File: src/rtl/dds_fifo_slave.sv
// Avalon-MM slave feeding a show-ahead command FIFO toward a DDS serializer.
// Registers: CTRL (enable/flush), STATUS (empty/full/level), DATA (push),
// COUNT (words delivered). Reads return two cycles after acceptance.
module dds_fifo_slave #(
  parameter int DEPTH = 16,
  parameter int LW    = 5
) (
  input  logic        clk,
  input  logic        reset,
  input  logic [7:0]  address,
  input  logic        read,
  input  logic        write,
  input  logic [3:0]  byteenable,
  input  logic [31:0] writedata,
  output logic [31:0] readdata,
  output logic        readdatavalid,
  output logic        waitrequest,
  output logic        endofpacket,
  output logic [31:0] dds_data,
  output logic        dds_valid,
  input  logic        dds_ready
);

  localparam int AW = LW - 1;

  localparam logic [5:0] IDX_CTRL   = 6'd0;
  localparam logic [5:0] IDX_STATUS = 6'd1;
  localparam logic [5:0] IDX_DATA   = 6'd2;
  localparam logic [5:0] IDX_COUNT  = 6'd3;

  logic [5:0]    idx;
  logic          wr_acc;
  logic          rd_acc;
  logic          ctrl_wr;
  logic          flush;
  logic          push;
  logic          pop;
  logic          full;
  logic          empty;
  logic [LW-1:0] level;

  logic [31:0]   mem_q [DEPTH];
  logic [LW-1:0] wr_ptr_q, wr_ptr_d;
  logic [LW-1:0] rd_ptr_q, rd_ptr_d;
  logic          enable_q, enable_d;
  logic [31:0]   count_q, count_d;

  logic          vld_p1_q;
  logic [5:0]    idx_p1_q;
  logic          vld_p2_q;
  logic [31:0]   rdata_p2_q;
  logic [31:0]   rdata_mux;

  // Byte-offset bits and the upper CTRL byte lanes carry no meaning here.
  logic unused_ok;
  assign unused_ok = ^{address[1:0], byteenable[3:1]};

  assign idx   = address[7:2];
  // Wrapping pointers: the difference is the fill level, 0..DEPTH.
  assign level = wr_ptr_q - rd_ptr_q;
  assign full  = (level == LW'(DEPTH));
  assign empty = (level == '0);

  // Only a DATA push into a full FIFO stalls; a same-cycle pop does not help.
  assign waitrequest = write && (idx == IDX_DATA) && full;
  assign wr_acc      = write && !waitrequest;
  // A simultaneous read+write is treated as the write alone.
  assign rd_acc      = read && !write;

  assign ctrl_wr = wr_acc && (idx == IDX_CTRL);
  assign flush   = ctrl_wr && byteenable[0] && writedata[1];
  assign push    = wr_acc && (idx == IDX_DATA) && !flush;

  assign dds_valid = enable_q && !empty;
  assign dds_data  = mem_q[rd_ptr_q[AW-1:0]];
  assign pop       = dds_valid && dds_ready;

  assign endofpacket   = 1'b0;
  assign readdata      = rdata_p2_q;
  assign readdatavalid = vld_p2_q;

  // Next-state for pointers, enable and delivered-word counter.
  always_comb begin
    wr_ptr_d = wr_ptr_q;
    rd_ptr_d = rd_ptr_q;
    enable_d = enable_q;
    count_d  = count_q;
    if (flush) begin
      wr_ptr_d = '0;
      rd_ptr_d = '0;
    end else begin
      if (push) wr_ptr_d = wr_ptr_q + 1'b1;
      if (pop)  rd_ptr_d = rd_ptr_q + 1'b1;
    end
    if (ctrl_wr && byteenable[0]) enable_d = writedata[0];
    // A COUNT write wins over a same-cycle delivery.
    if (wr_acc && (idx == IDX_COUNT)) count_d = '0;
    else if (pop)                      count_d = count_q + 32'd1;
  end

  // Control state register.
  always_ff @(posedge clk or posedge reset) begin
    if (reset) begin
      wr_ptr_q <= '0;
      rd_ptr_q <= '0;
      enable_q <= 1'b0;
      count_q  <= '0;
    end else begin
      wr_ptr_q <= wr_ptr_d;
      rd_ptr_q <= rd_ptr_d;
      enable_q <= enable_d;
      count_q  <= count_d;
    end
  end

  // FIFO storage; contents need no reset since the pointers define validity.
  always_ff @(posedge clk) begin
    if (push) mem_q[wr_ptr_q[AW-1:0]] <= writedata;
  end

  // Register read mux, evaluated on the stage-1 index against current state.
  always_comb begin
    rdata_mux = '0;
    case (idx_p1_q)
      IDX_CTRL:   rdata_mux = {31'b0, enable_q};
      IDX_STATUS: rdata_mux = {{(28-LW){1'b0}}, level, 2'b00, full, empty};
      IDX_COUNT:  rdata_mux = count_q;
      default:    rdata_mux = '0;
    endcase
  end

  // Stage 1: capture an accepted read and its index.
  always_ff @(posedge clk or posedge reset) begin
    if (reset) begin
      vld_p1_q <= 1'b0;
      idx_p1_q <= '0;
    end else begin
      vld_p1_q <= rd_acc;
      idx_p1_q <= idx;
    end
  end

  // Stage 2: register the selected data together with its valid.
  always_ff @(posedge clk or posedge reset) begin
    if (reset) begin
      vld_p2_q   <= 1'b0;
      rdata_p2_q <= '0;
    end else begin
      vld_p2_q <= vld_p1_q;
      if (vld_p1_q) rdata_p2_q <= rdata_mux;
    end
  end

endmodule

File: config.mk
export PLATFORM = sky130hd
export DESIGN_NAME = dds_fifo_slave
export DESIGN_NICKNAME = d
export VERILOG_FILES = /design/src/rtl/dds_fifo_slave.sv
export SDC_FILE = /design/constraint.sdc
export NUM_CORES = 1
export LEC_CHECK = 0
export CORE_UTILIZATION = 40
export CTS_BUF_LIST = sky130_fd_sc_hd__clkbuf_4
export DETAILED_ROUTE_END_ITERATION = 12
export PLACE_DENSITY_LB_ADDON = 0.08
export SLEW_MARGIN = 15
export SYNTH_ARGS = -nofsm -noshare
export SYNTH_HDL_FRONTEND = slang
export SYNTH_SLANG_ARGS = --single-unit
File: constraint.sdc
create_clock -name clk -period 8.5 [get_ports clk]
set_input_delay 1.7 -clock clk [delete_from_list [all_inputs] [get_ports clk]]
set_output_delay 1.7 -clock clk [all_outputs]
set_load 0.02 [all_outputs]
==> results of run 1 <==
## worst max-delay path by stage
| stage | cells after the start | end | startpoint | slack (ns) |
|---|---|---|---|---|
| after floorplan | 5 | mem_q[3][0] | address[5] | 1.78 |
| after global placement | 6 | mem_q[1][5] | address[5] | 2.69 |
| after detailed placement | 6 | mem_q[0][0] | address[5] | 2.68 |
| after CTS | 5 | dds_data[28] | rd_ptr_q[0] | 1.70 |
| after global routing | 5 | dds_data[28] | rd_ptr_q[0] | 1.54 |
| final | 5 | dds_data[28] | rd_ptr_q[0] | 1.95 |
## metal layers
metal  GRT usage  vias up
li1            -     5452
met1      0.2486     6424
met2      0.3056      312
met3     0.04844       85
met4     0.07647        2
met5           0        -
## cell usage in the layout, fill, tap and decap left out, types with 4 or more instances in the layout
cell	count
sky130_fd_sc_hd__dfrtp_1	80
sky130_fd_sc_hd__mux2i_1	8
sky130_fd_sc_hd__or3_1	15
sky130_fd_sc_hd__o31ai_1	18
sky130_fd_sc_hd__o22ai_1	6
sky130_fd_sc_hd__diode_2	4
sky130_fd_sc_hd__and4b_2	8
sky130_fd_sc_hd__nand3_1	18
sky130_fd_sc_hd__or4_1	25
sky130_fd_sc_hd__inv_1	43
sky130_fd_sc_hd__a21oi_1	40
sky130_fd_sc_hd__clkbuf_4	236
sky130_fd_sc_hd__bufinv_16	4
sky130_fd_sc_hd__clkdlybuf4s50_1	110
sky130_fd_sc_hd__edfxtp_1	512
sky130_fd_sc_hd__inv_2	6
sky130_fd_sc_hd__nand2_1	49
sky130_fd_sc_hd__mux4_2	160
sky130_fd_sc_hd__and4_2	7
sky130_fd_sc_hd__nand4_1	17
sky130_fd_sc_hd__clkinv_1	13
sky130_fd_sc_hd__and2_1	5
sky130_fd_sc_hd__buf_4	28
sky130_fd_sc_hd__ha_1	10
sky130_fd_sc_hd__nor2_1	6
sky130_fd_sc_hd__and4_1	4
sky130_fd_sc_hd__o21ai_0	40
## layout make-up
type	count	area (um2)	area share
inverter	45	170.2	0.006159
timing repair buffer	138	1311	0.04746
antenna	4	10.01	0.0003623
sequential	595	17460	0.6320
tap	765	957.2	0.03465
multi-input combinational	481	5738	0.2077
clock inverter	25	209.0	0.007563
clock buffer	236	1772	0.06413
## metrics by stage
step                      hold WS [ns]    util  power (uW)
final                           0.5142  0.4770        6879
after floorplan                 0.4588       -        4129
after global placement          0.4861  0.4427        4484
after detailed placement        0.5038  0.4427        4486
after global routing            0.5461  0.4769        7228
after CTS                       0.5166  0.4769        7015
## registers in the layout (all words and copies together), names as in the netlist
register,cells
mem_q,512
count_q,32
readdata,32
idx_p1_q,6
rd_ptr_q,5
wr_ptr_q,5
enable_q,1
readdatavalid,1
vld_p1_q,1
## synth_stat cells, types with 3 or more instances
cell	n	share of area
sky130_fd_sc_hd__nor3_1	3	0.00064
sky130_fd_sc_hd__edfxtp_1	512	0.65
sky130_fd_sc_hd__and4b_1	8	0.0034
sky130_fd_sc_hd__buf_1	10	0.0016
sky130_fd_sc_hd__dfrtp_1	83	0.088
sky130_fd_sc_hd__mux4_2	160	0.15
sky130_fd_sc_hd__buf_4	3	0.00096
sky130_fd_sc_hd__o21ai_0	40	0.0085
sky130_fd_sc_hd__o31ai_1	18	0.0057
sky130_fd_sc_hd__and4_2	4	0.0017
sky130_fd_sc_hd__nand4_1	17	0.0045
sky130_fd_sc_hd__nand3_1	18	0.0038
sky130_fd_sc_hd__buf_2	14	0.0030
sky130_fd_sc_hd__or3_1	15	0.0040
sky130_fd_sc_hd__mux2i_1	8	0.0034
sky130_fd_sc_hd__and3_2	3	0.00096
sky130_fd_sc_hd__and4_1	7	0.0026
sky130_fd_sc_hd__nor2_1	6	0.00096
sky130_fd_sc_hd__nand2_1	49	0.0078
sky130_fd_sc_hd__nor3b_1	3	0.00096
sky130_fd_sc_hd__or4_1	25	0.0080
sky130_fd_sc_hd__a21oi_1	40	0.0085
sky130_fd_sc_hd__inv_1	44	0.0070
sky130_fd_sc_hd__clkbuf_1	37	0.0059
sky130_fd_sc_hd__nor4bb_1	3	0.0013
sky130_fd_sc_hd__xor2_1	3	0.0011
sky130_fd_sc_hd__ha_1	10	0.0053
sky130_fd_sc_hd__o211ai_1	3	0.00096
sky130_fd_sc_hd__and2_1	5	0.0013
sky130_fd_sc_hd__and3_1	3	0.00080
sky130_fd_sc_hd__o22ai_1	6	0.0016
## where the power goes
part / internal (uW) / switching [uW]
Clock: 1370 / 1110
Sequential: 3190 / 54.9
Combinational: 599 / 552
Total: 5160 / 1720
## kinds of logic (layout without fill, tap and decap cells)
logic type / after synthesis / count (layout) / share of synthesized area
adders and majority gates: 11 / 11 / 0.006161
buffers and inverters: 110 / 444 / 0.01907
other: 1 / 5 / 0.0001592
DFF: 595 / 595 / 0.7408
and+or+nand+nor: 182 / 182 / 0.04685
muxes: 169 / 169 / 0.1568
AOI/OAI and AO/OA: 114 / 114 / 0.02863
xor gates and xnor gates: 4 / 4 / 0.001487
## tightest hold or removal path, delay by kind of cell (launching register included)
kind	cells	cell delay, ns
AOI/OAI and AO/OA	1	0.06
DFF	1	0.37
and+or+nand+nor	1	0.05
==> run_results.csv, run 1 <==
group,metric,value,unit
sta,finalHoldViolations,0,
synth,synth.cell_area,23560,um2
cells_and_area,post_route_cells_drive_above_1_share,0.3092,
die,initial_utilization,0.4068,
worst_setup_path,slowest_delay,0.83,ns
synth,postSynth.topFlopCell,"sky130_fd_sc_hd__edfxtp_1",
synth,postSynthRegisterBits,595,
die,floorplan.die_area,59870,um2
cts,post_cts_hold_buffer_count,0,
synth,post_synth_inst_count,1186,
global_routing,grt_start_max_net_pins,70,
min_path,worstHoldEndpoint,"readdata[31]",
cts,postCtsSetupBuffers,0,
synth,seq_area_frac_synth,0.7408,
power_and_ir_drop,leakage_dissipation,0.009049,uW
die,core_area,57920,um2
routing,initialDrtViolationCount,775,
min_path,min_delay_path_depth,2,
sta,setup_tns_final,0,ns
die,floorplan.die.width,244.7,um
global_routing,wire_length_of_the_first_global_routing_pass,82.38,mm
synth,yosysWarningCount,0,
synth,syn-mean-instance-area,19.86,um2
routing,routed_wl,54.43,mm
synth,synthArstFlopShare,0.1395,
cts,register_clock_pin_slew_on_the_reported_worst_setup_and_hold_paths,0.06,ns
worst_setup_path,critPathArrivalTime,4.85,ns
placement,detailedPlacementHpwl,28.34,mm
cells_and_area,post-route-cell-area,27630,um2
routing,detailedRoute.firstPassIterationCount,7,
synth,yosys.cell_types.count,54,
power_and_ir_drop,powerDensity,249.0,nW/um2
cts,clock_path_buffers,3,
cts,clock-sinks,595,
sta,final.setup_skew,0.05805,ns
global_routing,grt.total_usage,0.1905,
min_path,hold_path.startpoint,"count_q[31]",
worst_setup_path,crit_path_top_delay_cell,"sky130_fd_sc_hd__buf_4",
routing,met1Wirelength,23.56,mm
routing,wl_met3,2.860,mm
synth,synthesis.nets,1246,
routing,vias_per_cell,5.363,
global_routing,initial_antenna_violation_count,4,
sta,max_freq,152.6,MHz
die,rows,88,
sta,slew_headroom,0.2493,
worst_setup_path,critPathMaxFanout,42,
cts,cts_tree,"done",
worst_setup_path,worst_setup_sp_type,"register",
sta,finalSetupViolations,0,
cells_and_area,nets,1479,
cts,ctsHtreeMaxLevel,4,
worst_setup_path,criticalPathCategory,"reg -> out",
worst_setup_path,critical_path_end_type,"output pin",
cts,clock_tree.root_cell,"sky130_fd_sc_hd__clkbuf_4",
sta,post-route-min-period,6.555,ns
sta,final_clock_period_utilization_by_the_worst_path,0.7712,
global_routing,grt_pass1_vias,13030,
die,pin_count,117,
routing,vias,12280,
placement,post-place-ws,2.677,ns
cts,clock_latency,0.94,ns
synth,synth_edf_count,512,
cells_and_area,fin_cells,2289,
worst_setup_path,timing.rr.start,"rd_ptr_q[1]",
global_routing,residual_overflow_from_global_routing,0,
routing,dr_wl_met2,26.94,mm
outcome,run_status,"finished, final reports clean",
worst_setup_path,worst_path_dominant_cell_family,"buffers and inverters",
routing,highest-signal-layer,"met5",
placement,dpl_cell_area,25640,um2
cells_and_area,final.fill_count,5016,
routing,antenna_violating_nets_post_route,0,
placement,numPortBuffers,110,
sta,setup_ws,1.945,ns
sta,worst_slew_pin_slew,1.126,ns
worst_setup_path,ff2ff_setup_slack,3.75,ns
worst_setup_path,critPathRequiredTime,6.80,ns
routing,drc_errors,0,
placement,placedCellCount,2024,
worst_setup_path,timing.critical_path.cells,"buf_4 > buf_4 > mux4_2 > mux4_2 > clkdlybuf4s50_1",
worst_setup_path,crit_buf_inv,3,
die,die_h,244.7,um
worst_setup_path,regToRegEndpoint,"mem_q[1][4]",
routing,routed_wire_length_per_instance,23.78,um
job,max_cap_viol_count,0,
min_path,hold_path_class,"reg -> reg",
sta,setup_repair_after_global_routing_missed_its_margin,"false",
cts,ctsResizeCount,0,
power_and_ir_drop,peakVddDrop,0.1259,mV
cts,tritoncts.num_buffers,158,
placement,globalplace.congestion,0.7175,
sta,timing_max_transition_violations_final,0,
worst_setup_path,reg2reg_depth,8,
cells_and_area,areaGrowthSynthToFinish,17.28,%
Power figures use the tool's default switching activity.
==> inputs of run 2 (changes only) <==
==> constraint.sdc (replaced) <==
create_clock -name clk -period 6.7 [get_ports clk]
set_input_delay 1.34 -clock clk [delete_from_list [all_inputs] [get_ports clk]]
set_output_delay 1.34 -clock clk [all_outputs]
set_load 0.02 [all_outputs]
==> run 2 against run 1 <==
Against the previous run: hold slack better by 0.0019 ns; non-clock buffer count up 6; global-route usage about the same; die area is the same; core utilization grew 0.29 points; critical path depth increased by 4; power rose by 29%; register-to-register slack lost 1.2 ns.
==> run_results.csv, run 2 (synthesis gave the netlist of run 1 again) <==
group,metric,value,unit
cells_and_area,areaGrowthSynthToFinish,18.00,%
die,floorplan.die_area,59870,um2
sta,setup_ws,1.196,ns
worst_setup_path,cp_common_cell,"sky130_fd_sc_hd__inv_1",
placement,detailedPlacementHpwl,28.86,mm
worst_setup_path,criticalPathCategory,"reg -> out",
die,floorplan.die.width,244.7,um
cts,ctsResizeCount,0,
min_path,min_delay_path_depth,2,
global_routing,grt.total_usage,0.1909,
routing,vias,12440,
global_routing,residual_overflow_from_global_routing,0,
cts,ctsHtreeMaxLevel,4,
cts,clock_latency,0.99,ns
cts,postCtsSetupBuffers,0,
worst_setup_path,timing.rr.start,"wr_ptr_q[2]",
global_routing,wire_length_of_the_first_global_routing_pass,83.42,mm
global_routing,initial_antenna_violation_count,3,
min_path,hold_path.startpoint,"count_q[16]",
sta,timing_max_transition_violations_final,0,
job,max_cap_viol_count,0,
placement,post-place-ws,1.621,ns
worst_setup_path,slowest_delay,0.61,ns
cells_and_area,mostFrequentLayoutCell,"sky130_fd_sc_hd__edfxtp_1",
cts,tritoncts.num_buffers,158,
power_and_ir_drop,power.total,8870,uW
min_path,worstHoldEndpoint,"readdata[16]",
worst_setup_path,critPathMaxFanout,10,
outcome,run_status,"finished, final reports clean",
sta,max_freq,181.7,MHz
die,initial_utilization,0.4068,
worst_setup_path,critPathArrivalTime,4.16,ns
global_routing,grt_pass1_vias,13410,
cells_and_area,most_used_cells_in_the_layout_excluding_fill_and_tap_cells,"sky130_fd_sc_hd__edfxtp_1 (512), sky130_fd_sc_hd__clkbuf_4 (245), sky130_fd_sc_hd__mux4_2 (160)",
routing,antenna_violating_nets_post_route,0,
cts,register_clock_pin_slew_on_the_reported_worst_setup_and_hold_paths,0.06,ns
sta,worst_slew_pin_slew,0.9704,ns
sta,final.setup_skew,0.04648,ns
worst_setup_path,critical_path_end_type,"output pin",
sta,post-route-min-period,5.504,ns
worst_setup_path,worst_setup_sp_type,"register",
sta,final_clock_period_utilization_by_the_worst_path,0.8215,
die,die_h,244.7,um
sta,setup_repair_after_global_routing_missed_its_margin,"false",
power_and_ir_drop,peakVddDrop,0.2122,mV
placement,globalplace.congestion,0.7353,
worst_setup_path,timing.critical_path.cells,"inv_1 > ha_1 > inv_1 > fa_1 > nor3b_1 > nand4_1 > a211oi_4 > and2_1 > clkdlybuf4s50_1",
cts,post_cts_hold_buffer_count,0,
routing,routed_wl,54.62,mm
routing,drc_errors,0,
cells_and_area,nets,1485,
die,pin_count,117,
worst_setup_path,reg2reg_depth,7,
worst_setup_path,regToRegEndpoint,"mem_q[12][15]",
cells_and_area,post_route_cells_drive_above_1_share,0.3163,
routing,routed_wire_length_per_instance,23.72,um
sta,finalHoldViolations,0,
sta,setup_tns_final,0,ns
cts,clock_path_buffers,3,
power_and_ir_drop,leakage_dissipation,0.009120,uW
power_and_ir_drop,powerDensity,319.1,nW/um2
sta,finalSetupViolations,0,
cts,cts_tree,"done",
min_path,hold_path_class,"reg -> reg",
routing,initialDrtViolationCount,844,
worst_setup_path,crit_path_top_delay_cell,"sky130_fd_sc_hd__clkdlybuf4s50_1",
die,core_area,57920,um2
routing,vias_per_cell,5.401,
cts,clock-sinks,595,
routing,detailedRoute.firstPassIterationCount,5,
cells_and_area,largest_register_ffs,512,
worst_setup_path,critPathRequiredTime,5.36,ns
global_routing,grt_start_max_net_pins,132,
worst_setup_path,ff2ff_setup_slack,2.58,ns
sta,slew_headroom,0.3531,
cts,clock_tree.root_cell,"sky130_fd_sc_hd__clkbuf_4",
die,rows,88,
placement,numPortBuffers,110,
[run 2: layer usage]
metal,track usage,vias up,wire length (um)
met1,0.2521,6554,23950
met3,0.05062,87,2824
met2,0.3036,312,26910
li1,-,5483,-
met5,0,-,13
met4,0.07114,2,928
[run 2: critical path: cells and delay by family (launching register included)]
| kind | cells | cell delay (ns) |
|---|---|---|
| buffers and inverters | 3 | 0.81 |
| AO/OA/AOI/OAI | 1 | 0.55 |
| adder cells (fa/ha/maj) | 2 | 0.67 |
| AND/OR/NAND/NOR | 3 | 0.71 |
| flip-flops | 1 | 0.44 |
[run 2: area by class of cell]
| type | instances | area (um2) |
|---|---|---|
| sequential | 595 | 17460 |
| multi-input combinational | 481 | 5739 |
| tap | 765 | 957.2 |
| clock inverter | 20 | 217.7 |
| fill | 4994 | 30120 |
| clock buffer | 245 | 1839 |
| antenna | 8 | 20.02 |
| inverter | 45 | 170.2 |
| timing repair buffer | 144 | 1394 |
[run 2: worst max-delay path by stage]
stage | start | end | slack (ns) | cells after the start
finish | wr_ptr_q[0] | waitrequest | 1.20 | 9
floorplan | rd_ptr_q[1] | mem_q[3][0] | 0.31 | 11
CTS | wr_ptr_q[0] | waitrequest | 1.10 | 9
detailed placement | address[5] | mem_q[12][14] | 1.62 | 6
global route | wr_ptr_q[0] | waitrequest | 0.93 | 9
global placement | address[5] | mem_q[11][5] | 1.70 | 6
[run 2: stage by stage]
step,hold slack [ns],instances,instance area (um2),util
CTS,0.5241,2295,27780,0.4796
detailed placement,0.5123,2030,25720,0.4441
global placement,0.4968,2030,25720,0.4441
finish,0.5161,2303,27800,0.4800
floorplan,0.4588,1186,23560,-
global route,0.5401,2299,27790,0.4798
[run 2: where the power goes]
part	internal, uW	switching, uW
combinational	768	745
sequential	4050	27.1
clock	1830	1450
total	6650	2220
==> inputs of run 3 (changes only) <==
==> constraint.sdc (replaced) <==
create_clock -name clk -period 4.8 [get_ports clk]
set_input_delay 0.96 -clock clk [delete_from_list [all_inputs] [get_ports clk]]
set_output_delay 0.96 -clock clk [all_outputs]
set_load 0.02 [all_outputs]
==> run 3 against run 2 <==
Against the previous run: sequential share of layout area shrank 0.57 points; flip-flop and latch count is the same; critical path depth shrank 5; die area is the same; setup slack lost 1.0 ns; largest power group unchanged.
==> run_results.csv, run 3 (synthesis gave the netlist of run 1 again) <==
group,metric,value,unit
outcome,run_status,"finished, final reports clean",
min_path,hold_path_class,"in -> reg",
power_and_ir_drop,peakVddDrop,0.2091,mV
cts,clock_latency,0.96,ns
placement,post-place-ws,0.5104,ns
die,rows,88,
worst_setup_path,worst_setup_sp_type,"register",
worst_setup_path,cp_common_cell,"sky130_fd_sc_hd__mux4_2",
routing,drc_errors,0,
die,floorplan.die_area,59870,um2
sta,final.setup_skew,0.03672,ns
die,core_area,57920,um2
worst_setup_path,timing.critical_path.cells,"buf_12 > mux4_2 > mux4_2 > clkdlybuf4s50_1",
sta,timing_max_transition_violations_final,0,
sta,max_freq,215.7,MHz
power_and_ir_drop,leakage_dissipation,0.009238,uW
sta,worst_slew_pin_slew,1.163,ns
die,die_h,244.7,um
power_and_ir_drop,power.total,12350,uW
placement,globalplace.congestion,0.7529,
cells_and_area,post_route_cells_drive_above_1_share,0.3223,
job,max_cap_viol_count,0,
sta,slew_headroom,0.2248,
routing,vias_per_cell,5.323,
worst_setup_path,critical_path_end_type,"output pin",
cells_and_area,largest_register_ffs,512,
global_routing,grt_pass1_vias,12990,
die,floorplan.die.width,244.7,um
placement,placedCellCount,2034,
die,pin_count,117,
cts,tritoncts.num_buffers,158,
power_and_ir_drop,powerDensity,440.0,nW/um2
placement,dpl_cell_area,25910,um2
cells_and_area,register_area,17460,um2
cells_and_area,areaGrowthSynthToFinish,19.11,%
routing,routed_wl,54.94,mm
cts,register_clock_pin_slew_on_the_reported_worst_setup_and_hold_paths,0.07,ns
routing,initialDrtViolationCount,867,
cells_and_area,final.fill_count,4985,
cells_and_area,mostFrequentLayoutCell,"sky130_fd_sc_hd__edfxtp_1",
global_routing,wire_length_of_the_first_global_routing_pass,82.41,mm
worst_setup_path,critPathArrivalTime,3.68,ns
worst_setup_path,critPathMaxFanout,131,
sta,setup_ws,0.1645,ns
global_routing,grt.total_usage,0.1906,
cells_and_area,most_used_cells_in_the_layout_excluding_fill_and_tap_cells,"sky130_fd_sc_hd__edfxtp_1 (512), sky130_fd_sc_hd__clkbuf_4 (246), sky130_fd_sc_hd__mux4_2 (160)",
cells_and_area,fin_cells,2314,
sta,post-route-min-period,4.636,ns
routing,detailedRoute.firstPassIterationCount,5,
global_routing,grt_start_max_net_pins,132,
routing,vias,12320,
worst_setup_path,critPathRequiredTime,3.84,ns
worst_setup_path,crit_path_top_delay_cell,"sky130_fd_sc_hd__buf_12",
worst_setup_path,criticalPathCategory,"reg -> out",
die,initial_utilization,0.4068,
worst_setup_path,slowest_delay,0.60,ns
routing,antenna_violating_nets_post_route,0,
cells_and_area,post-route-cell-area,28060,um2
cts,clock-sinks,595,
global_routing,residual_overflow_from_global_routing,0,
cts,clock_path_buffers,3,
cts,cts_tree,"done",
sta,final_clock_period_utilization_by_the_worst_path,0.9657,
sta,finalSetupViolations,0,
placement,detailedPlacementHpwl,28.51,mm
cts,ctsHtreeMaxLevel,4,
cells_and_area,multi_input_gate_area,5748,um2
placement,numPortBuffers,110,
global_routing,initial_antenna_violation_count,4,
sta,finalHoldViolations,0,
cts,clock_tree.root_cell,"sky130_fd_sc_hd__clkbuf_4",
cts,post_cts_hold_buffer_count,0,
routing,routed_wire_length_per_instance,23.74,um
cells_and_area,nets,1495,
run 3: changes by cell type in the layout (fill, tap and decap cells not counted), sizes merged, moves of 2 or more:
| cell | delta |
|---|---|
| clkinvlp | -3 |
| buf | +8 |
| bufinv | -3 |
| clkinv | +9 |
| clkdlybuf4s50 | -2 |
| diode | -4 |
| dlygate4sd2 | +2 |
| clkbuf | +2 |
run 3: layer usage:
| layer | vias up | share of wire | global-route usage | wire length, um |
|---|---|---|---|---|
| met3 | 71 | 0.049 | 0.04669 | 2704 |
| met4 | 4 | 0.016 | 0.07592 | 895 |
| met5 | - | 0.00049 | 0 | 27 |
| li1 | 5505 | - | - | - |
| met2 | 294 | 0.49 | 0.2950 | 26690 |
| met1 | 6444 | 0.45 | 0.2598 | 24620 |
run 3: critical path: cells and delay by family (launching register included):
family,cells,cell delay [ns]
buffers and inverters,2,1.17
DFF,1,0.43
muxes,2,0.98
run 3: stage by stage:
stage	hold slack, ns	TNS, ns	util
global route	0.4241	-0.004046	0.4845
global placement	0.4965	0	0.4474
CTS	0.3889	0	0.4837
finish	0.5158	0	0.4845
floorplan	0.4588	-6.520	-
detailed placement	0.5082	0	0.4474
run 3: cell type report:
| type | instances | area share |
|---|---|---|
| timing repair buffer | 154 | 0.06109 |
| antenna | 4 | 0.0003567 |
| multi-input combinational | 481 | 0.2049 |
| sequential | 595 | 0.6224 |
| inverter | 45 | 0.006064 |
| clock buffer | 246 | 0.06582 |
| clock inverter | 24 | 0.005306 |
| tap | 765 | 0.03411 |
run 3: power by group:
group,switching (uW),internal [uW]
Sequential,40.0,5650
Combinational,1080,1190
Clock,1980,2410
run 3: repair_timing:
| item | 4_1_cts | 5_1_grt |
|---|---|---|
| setup buffers | 2 | 1 |
| gates cloned | 2 | 1 |
| gates resized for setup | 11 | 3 |
| pin swaps | 1 | 1 |
| setup endpoints to repair | 25 | 2 |
run 3: worst paths after layout:
check | start | end | slack, ns | depth (start not counted)
max reg2reg | wr_ptr_q[0] | mem_q[8][24] | 0.98 | 11
min reg2reg | readdata[24] | readdata[24] | 0.52 | 2
max in group asynchronous | reset | count_q[26] | 3.30 | 3
min | address[4] | idx_p1_q[2] | 0.52 | 1
min in group asynchronous | reset | readdata[31] | 0.53 | 2
max | rd_ptr_q[1] | dds_data[29] | 0.16 | 4
